==> config.mk <==
export PLATFORM = sky130hd
export DESIGN_NAME = note_tone_gen_flat
export DESIGN_NICKNAME = d
export VERILOG_FILES = /design/src/rtl/note_tone_gen_if.sv /design/src/rtl/note_tone_gen.sv /design/src/flat_wrapper.sv
export SDC_FILE = /design/constraint.sdc
export NUM_CORES = 1
export LEC_CHECK = 0
export CAP_MARGIN = 40
export CORE_MARGIN = 4
export CORE_UTILIZATION = 30
export CTS_BUF_LIST = sky130_fd_sc_hd__clkbuf_8
export CTS_CLUSTER_SIZE = 12
export DETAILED_ROUTE_END_ITERATION = 12
export PLACE_DENSITY = 0.5
export SETUP_SLACK_MARGIN = 0.15
export SYNTH_ARGS = -nofsm -noshare
export SYNTH_HDL_FRONTEND = slang
export SYNTH_SLANG_ARGS = --single-unit
==> constraint.sdc <==
create_clock -name clk -period 7.9 [get_ports clk]
set_input_delay 0.79 -clock clk [delete_from_list [all_inputs] [get_ports clk]]
set_output_delay 0.79 -clock clk [all_outputs]
set_load 0.02 [all_outputs]
==> src/rtl/note_tone_gen_if.sv <==
// Note-to-PCM link: frequency word and frame request in, signed sample and status out.
// Master drives freq_in/sample_req; slave (the tone generator) drives the rest.
interface note_tone_gen_if #(
  parameter int ACC_W    = 32,
  parameter int SAMPLE_W = 16
);
  logic [ACC_W-1:0]           freq_in;
  logic                       sample_req;
  logic signed [SAMPLE_W-1:0] sample_out;
  logic                       sample_valid;
  logic                       active;
  logic                       overrun;

  modport master (
    output freq_in,
    output sample_req,
    input  sample_out,
    input  sample_valid,
    input  active,
    input  overrun
  );

  modport slave (
    input  freq_in,
    input  sample_req,
    output sample_out,
    output sample_valid,
    output active,
    output overrun
  );
endinterface

==> src/rtl/note_tone_gen.sv <==
// Phase-accumulator square wave with attack/sustain/release envelope; 2-cycle request-to-sample
// latency, no backpressure: requests landing on an in-flight sample are dropped and flag sticky overrun.
module note_tone_gen #(
  parameter int ACC_W        = 32,
  parameter int SAMPLE_W     = 16,
  parameter int AMP_MAX      = 8192,
  parameter int ATTACK_STEP  = 64,
  parameter int RELEASE_STEP = 32
) (
  input  logic          clk,
  input  logic          reset,
  note_tone_gen_if.slave tone
);

  localparam int AW = SAMPLE_W - 1;
  localparam int EW = SAMPLE_W + 1;

  localparam logic [EW-1:0] MAX_E = EW'(AMP_MAX);
  localparam logic [EW-1:0] ATK_E = EW'(ATTACK_STEP);
  localparam logic [EW-1:0] REL_E = EW'(RELEASE_STEP);
  localparam logic [AW-1:0] MAX_A = AW'(AMP_MAX);

  localparam logic [1:0] S_IDLE    = 2'd0;
  localparam logic [1:0] S_ATTACK  = 2'd1;
  localparam logic [1:0] S_SUSTAIN = 2'd2;
  localparam logic [1:0] S_RELEASE = 2'd3;

  logic [1:0]                 state;
  logic [1:0]                 state_nxt;
  logic [AW-1:0]              amp;
  logic [AW-1:0]              amp_nxt;
  logic [ACC_W-1:0]           phase;
  logic [ACC_W-1:0]           phase_nxt;
  logic                       stage1;
  logic                       valid_q;
  logic                       active_q;
  logic                       overrun_q;
  logic signed [SAMPLE_W-1:0] sample_q;

  logic                       busy;
  logic                       accept;
  logic                       freq_nz;
  logic [EW-1:0]              amp_e;
  logic [EW-1:0]              amp_sum;
  logic [EW-1:0]              amp_up;
  logic [EW-1:0]              amp_dn;
  logic [SAMPLE_W-1:0]        mag;
  logic [SAMPLE_W-1:0]        mag_neg;

  // Busy for the two cycles after an accepted request (envelope update, then output).
  assign busy    = stage1 | valid_q;
  assign accept  = tone.sample_req & ~busy;
  assign freq_nz = (tone.freq_in != '0);

  // Extended-width envelope arithmetic so step sums never wrap before saturation.
  assign amp_e   = {2'b00, amp};
  assign amp_sum = amp_e + ATK_E;
  assign amp_up  = (amp_sum >= MAX_E) ? MAX_E : amp_sum;
  assign amp_dn  = (amp_e <= REL_E) ? '0 : (amp_e - REL_E);

  assign mag     = {1'b0, amp};
  assign mag_neg = (~mag) + SAMPLE_W'(1);

  always_comb begin
    state_nxt = state;
    amp_nxt   = amp;
    phase_nxt = phase + tone.freq_in;
    case (state)
      S_IDLE: begin
        if (freq_nz) begin
          amp_nxt   = amp_up[AW-1:0];
          state_nxt = (amp_up == MAX_E) ? S_SUSTAIN : S_ATTACK;
          phase_nxt = tone.freq_in;
        end else begin
          amp_nxt   = '0;
          phase_nxt = '0;
        end
      end
      S_ATTACK, S_RELEASE: begin
        if (freq_nz) begin
          amp_nxt   = amp_up[AW-1:0];
          state_nxt = (amp_up == MAX_E) ? S_SUSTAIN : S_ATTACK;
        end else begin
          amp_nxt   = amp_dn[AW-1:0];
          state_nxt = (amp_dn == '0) ? S_IDLE : S_RELEASE;
          if (amp_dn == '0) phase_nxt = '0;
        end
      end
      S_SUSTAIN: begin
        if (freq_nz) begin
          amp_nxt = MAX_A;
        end else begin
          amp_nxt   = amp_dn[AW-1:0];
          state_nxt = (amp_dn == '0) ? S_IDLE : S_RELEASE;
          if (amp_dn == '0) phase_nxt = '0;
        end
      end
      default: begin
        state_nxt = S_IDLE;
        amp_nxt   = '0;
        phase_nxt = '0;
      end
    endcase
  end

  always_ff @(posedge clk or negedge reset) begin
    if (!reset) begin
      state     <= S_IDLE;
      amp       <= '0;
      phase     <= '0;
      stage1    <= 1'b0;
      valid_q   <= 1'b0;
      active_q  <= 1'b0;
      overrun_q <= 1'b0;
      sample_q  <= '0;
    end else begin
      stage1   <= accept;
      valid_q  <= stage1;
      active_q <= (state != S_IDLE);
      if (tone.sample_req && busy) overrun_q <= 1'b1;
      // freq_in is consumed at the request edge, so no separate frequency latch is kept.
      if (accept) begin
        state <= state_nxt;
        amp   <= amp_nxt;
        phase <= phase_nxt;
      end
      if (stage1) sample_q <= phase[ACC_W-1] ? $signed(mag_neg) : $signed(mag);
    end
  end

  assign tone.sample_out   = sample_q;
  assign tone.sample_valid = valid_q;
  assign tone.active       = active_q;
  assign tone.overrun      = overrun_q;

endmodule

==> src/flat_wrapper.sv <==
// flat-port wrapper written by rule: the top's interface ports become plain ports
module note_tone_gen_flat 
#(
  parameter int ACC_W        = 32,
  parameter int SAMPLE_W     = 16,
  parameter int AMP_MAX      = 8192,
  parameter int ATTACK_STEP  = 64,
  parameter int RELEASE_STEP = 32
)
  (clk, reset, tone_freq_in, tone_sample_req, tone_sample_out, tone_sample_valid, tone_active, tone_overrun);
  note_tone_gen_if #(.ACC_W(ACC_W), .SAMPLE_W(SAMPLE_W)) tone_i ();
  input  logic clk;
  input  logic reset;
  input wire logic [$bits(tone_i.freq_in)-1:0] tone_freq_in;
  input wire logic [$bits(tone_i.sample_req)-1:0] tone_sample_req;
  output wire logic [$bits(tone_i.sample_out)-1:0] tone_sample_out;
  output wire logic [$bits(tone_i.sample_valid)-1:0] tone_sample_valid;
  output wire logic [$bits(tone_i.active)-1:0] tone_active;
  output wire logic [$bits(tone_i.overrun)-1:0] tone_overrun;
  assign tone_i.freq_in = tone_freq_in;
  assign tone_i.sample_req = tone_sample_req;
  assign tone_sample_out = tone_i.sample_out;
  assign tone_sample_valid = tone_i.sample_valid;
  assign tone_active = tone_i.active;
  assign tone_overrun = tone_i.overrun;
  note_tone_gen #(.ACC_W(ACC_W), .SAMPLE_W(SAMPLE_W), .AMP_MAX(AMP_MAX), .ATTACK_STEP(ATTACK_STEP), .RELEASE_STEP(RELEASE_STEP)) u_core (.clk(clk), .reset(reset), .tone(tone_i));
endmodule
==> results.tsv <==
stage	metric	value	unit
setup_path	crit path kind	input pin to flop	
sta	Slew Limit Fails	0	
sta	Final period util	0.479	
job	max cap viols	0	
logic_synthesis	largest cells by area after synthesis	dfrtp_1 (34%), ha_1 (9.4%), nor2_1 (6.9%), a21oi_1 (5.3%), a221oi_1 (4.1%)	
die	Core Region	16600	um^2
final_layout	Post-layout nets	715	
setup_path	crit path DAT	4.06	ns
setup_path	slowest CP cell	clkdlybuf4s50_1	
logic_synthesis	cell area after synthesis	5080	um^2
grt	first-pass GRT wire length	22.9	mm
cts	CTS clk-pin slew, worst paths	0.08	ns
placement	PortBufs	53	
sta	# setup viols final	0	
route	drt total wl	13.8	mm
die	IO Pins	54	
setup_path	CP max FO	6	
power_and_ir_drop	power share of the sequential group	0.261	
setup_path	nature of the critical path endpoint	flop	
grt	initial antenna violation count	0	
placement	Placed Cells	850	
sta	Tightest Pin Transition	0.761	ns
power_and_ir_drop	power share of the clock group	0.158	
grt	met3 global-route usage	0.0432	
cts	total CTS buffers	9	
grt	vias in the first global route	4574	
cts	clock tree from TritonCTS	done	
cts	Sink Count	69	
final_layout	Non-Filler Instances	865	
logic_synthesis	Warnings, synthesis	0	
setup_path	R2R depth	10	
sta	Worst slew margin	0.492	
cts	H-Tree Depth	3	
setup_path	Worst Path Required	8.17	ns
logic_synthesis	commonest cells in the netlist	nor2_1 (93), dfrtp_1 (69), a21oi_1 (54)	
grt	GRT busiest layer	met2	
setup_path	Worst Setup Start Kind	input pin	
die	Die Width	138	um
power_and_ir_drop	P per Cell Area	376	nW/um^2
die	die span in y	138	um
route	DRT Pass-1 Iters	5	
die	Die ar.	19100	um^2
setup_path	Crit Reg-Reg Endpoint	u_core.phase[31]	
logic_synthesis	#FFs+latches synth	69	
power_and_ir_drop	Power Total	0.00230	W
power_and_ir_drop	combinational share of power	0.581	
logic_synthesis	Post-Syn Nets	670	
cts	setup bufs post-CTS	0	
final_layout	layout cell share with drive strength beyond 1	0.0543	
logic_synthesis	Top FF cell, synth	dfrtp_1	
hold_path	hold crit path type	input pin to asynchronous set/reset pin	
cts	CTS Buffer Depth	2	
final_layout	area delta synth->final	20.0	%
power_and_ir_drop	Leak Pwr	2.58	nW
grt	GR Util met2	0.228	
logic_synthesis	post-synthesis sequential area ratio	0.340	
grt	global-route usage over all layers	0.145	
die	Core Rows	47	
logic_synthesis	area share of the largest cell type after synthesis	0.340	
setup_path	Reg2Reg Setup Slack	4.62	ns
placement	routability cong.	0.872	
sta	Period minus WS final	3.79	ns
logic_synthesis	Synth Instances	596	
sta	RSZ-0062 raised after global routing	no	
setup_path	worst r2r src	u_core.phase[3]	
cts	clk root buf	clkbuf_8	
cts	cts repair resizes	0	
final_layout	Antenna Cells	0	
sta	Hold Fails Final Rpt	0	
route	Iter 0 DRT Violations	247	
grt	largest net degree at the start of global routing	51	
grt	met1 Track Usage GR	0.195	
power_and_ir_drop	switching power of the nets	0.00102	W
sta	final hold slack	0.387	ns
route	Routed WL per cell	16.0	um
die	Initial Utilization	0.306	
power_and_ir_drop	internal power	0.00127	W
sta	worst-case clock skew	0.00927	ns
sta	Max Freq	264	MHz
route	Final ANT Viol Nets	0	
route	total number of vias	4611	
grt	grt ovf	0	
placement	dpl hpwl	9.87	mm
power_and_ir_drop	Peak VDD IR	0.148	mV
logic_synthesis	Post-synth EDFFs	0	
setup_path	slowest stage delay, CP	0.46	ns
cts	hold_buf cts	0	
sta	Worst Setup Slack, final	4.11	ns
logic_synthesis	Yosys top cell by area	dfrtp_1	
placement	worst slack, placed	3.75	ns
cts	worst skew pair latency	0.38	ns
logic_synthesis	Async SR Flop Fraction	1.00	
route	DR DRC count	0	
route	Via density	5.33	
outcome	outcome	finished, final reports clean	
logic_synthesis	Synth Area per Inst	8.53	um^2
logic_synthesis	most common cell in the netlist	nor2_1	
setup_path	critical path cell sequence	clkdlybuf4s50_1, ha_1, nand2_1, o21ai_0, nor3b_1, o211ai_2, a211oi_1, o41a_1, xor2_1, mux2_1, a221o_1	
logic_synthesis	synth unique cells	61	
sta	Fin Setup TNS	0	ns
power_and_ir_drop	Switching Fraction	0.446	
-- per-stage QoR --
stage | utilization | instance area (um^2)
after CTS | 0.368 | 6100
after global placement | 0.351 | 5820
final | 0.368 | 6100
after detailed placement | 0.353 | 5860
after floorplan | - | 5080
after global routing | 0.368 | 6100
-- registers in the layout, indices dropped and copies added (netlist names) --
name and cells:
u_core.tone.overrun 1, u_core.amp 15, u_core.phase 32, u_core.tone.sample_out 16
u_core.stage1 1, u_core.tone.sample_valid 1, u_core.tone.active 1, u_core.state 2
-- metal layers --
| layer | vias to the layer above | wire length, um |
|---|---|---|
| li1 | 2288 | - |
| met1 | 2194 | 6830 |
| met2 | 112 | 6040 |
| met3 | 17 | 717 |
| met4 | 0 | 212 |
| met5 | - | 0 |
-- area by class of cell --
type | count | area, um^2
multi-input cells | 485 | 3200
clock inverters | 6 | 113
inverters | 14 | 52.6
repair buffers | 62 | 611
flip-flops and latches | 69 | 1730
clock buffers | 9 | 124
fillers | 1746 | 10500
well taps | 220 | 275
-- worst max-delay path, delay by kind of cell --
kind            cells  cell delay (ns)
buf+inv             1             0.46
simple gates        2             0.44
xor+xnor            1             0.16
fa+ha+maj           1             0.42
mux                 1             0.34
compound gates      5             1.46
-- placed cells by master (no fill, tap or decap), types with 4 or more instances in the layout --
cell type,synthesis,layout
and2_1,4,4
buf_4,0,7
inv_1,13,13
clkbuf_8,0,9
dfrtp_1,69,69
xnor2_1,21,21
a221oi_1,24,24
nand4_1,8,8
nor2b_1,8,8
o22ai_1,6,6
xor2_1,23,23
o21ai_0,32,32
nor2_1,93,92
nor4_1,10,10
clkdlybuf4s50_1,0,52
a22oi_1,4,4
a21o_1,22,22
a21oi_1,54,54
nand2_1,40,40
a211oi_1,5,5
a31oi_1,4,4
and3_1,9,9
nand2b_1,5,5
ha_1,38,38
o31ai_1,8,8
o21a_1,5,5
nor3_1,9,9
-- power groups by stage --
stage	combinational (W)	sequential [W]	clock (W)
6_report	0.00133	0.000598	0.000362
3_5_place_dp	0.00132	0.000604	0
3_3_place_gp	0.00130	0.000600	0
5_1_grt	0.00149	0.000616	0.000389
2_1_floorplan	0.000981	0.000599	0
4_1_cts	0.00133	0.000598	0.000376
-- how the worst max path moves through the flow --
stage | start | to | slack (ns) | depth (start not counted)
after floorplan | tone_freq_in[8] | u_core.phase[31] | 4.59 | 10
after global placement | tone_freq_in[3] | u_core.phase[31] | 3.79 | 11
after detailed placement | tone_freq_in[3] | u_core.phase[31] | 3.75 | 11
after CTS | tone_freq_in[3] | u_core.phase[31] | 4.15 | 11
after global routing | tone_freq_in[3] | u_core.phase[31] | 3.90 | 11
final | tone_freq_in[3] | u_core.phase[31] | 4.11 | 11
-- cells by family after synthesis --
| family | after synthesis | synth area share |
|---|---|---|
| fa+ha+maj | 39 | 0.0975 |
| buf+inv | 42 | 0.0315 |
| compound gates | 193 | 0.257 |
| simple gates | 204 | 0.188 |
| mux | 5 | 0.0103 |
| xor+xnor | 44 | 0.0758 |
| flops | 69 | 0.340 |
Power figures use the tool's default switching activity.
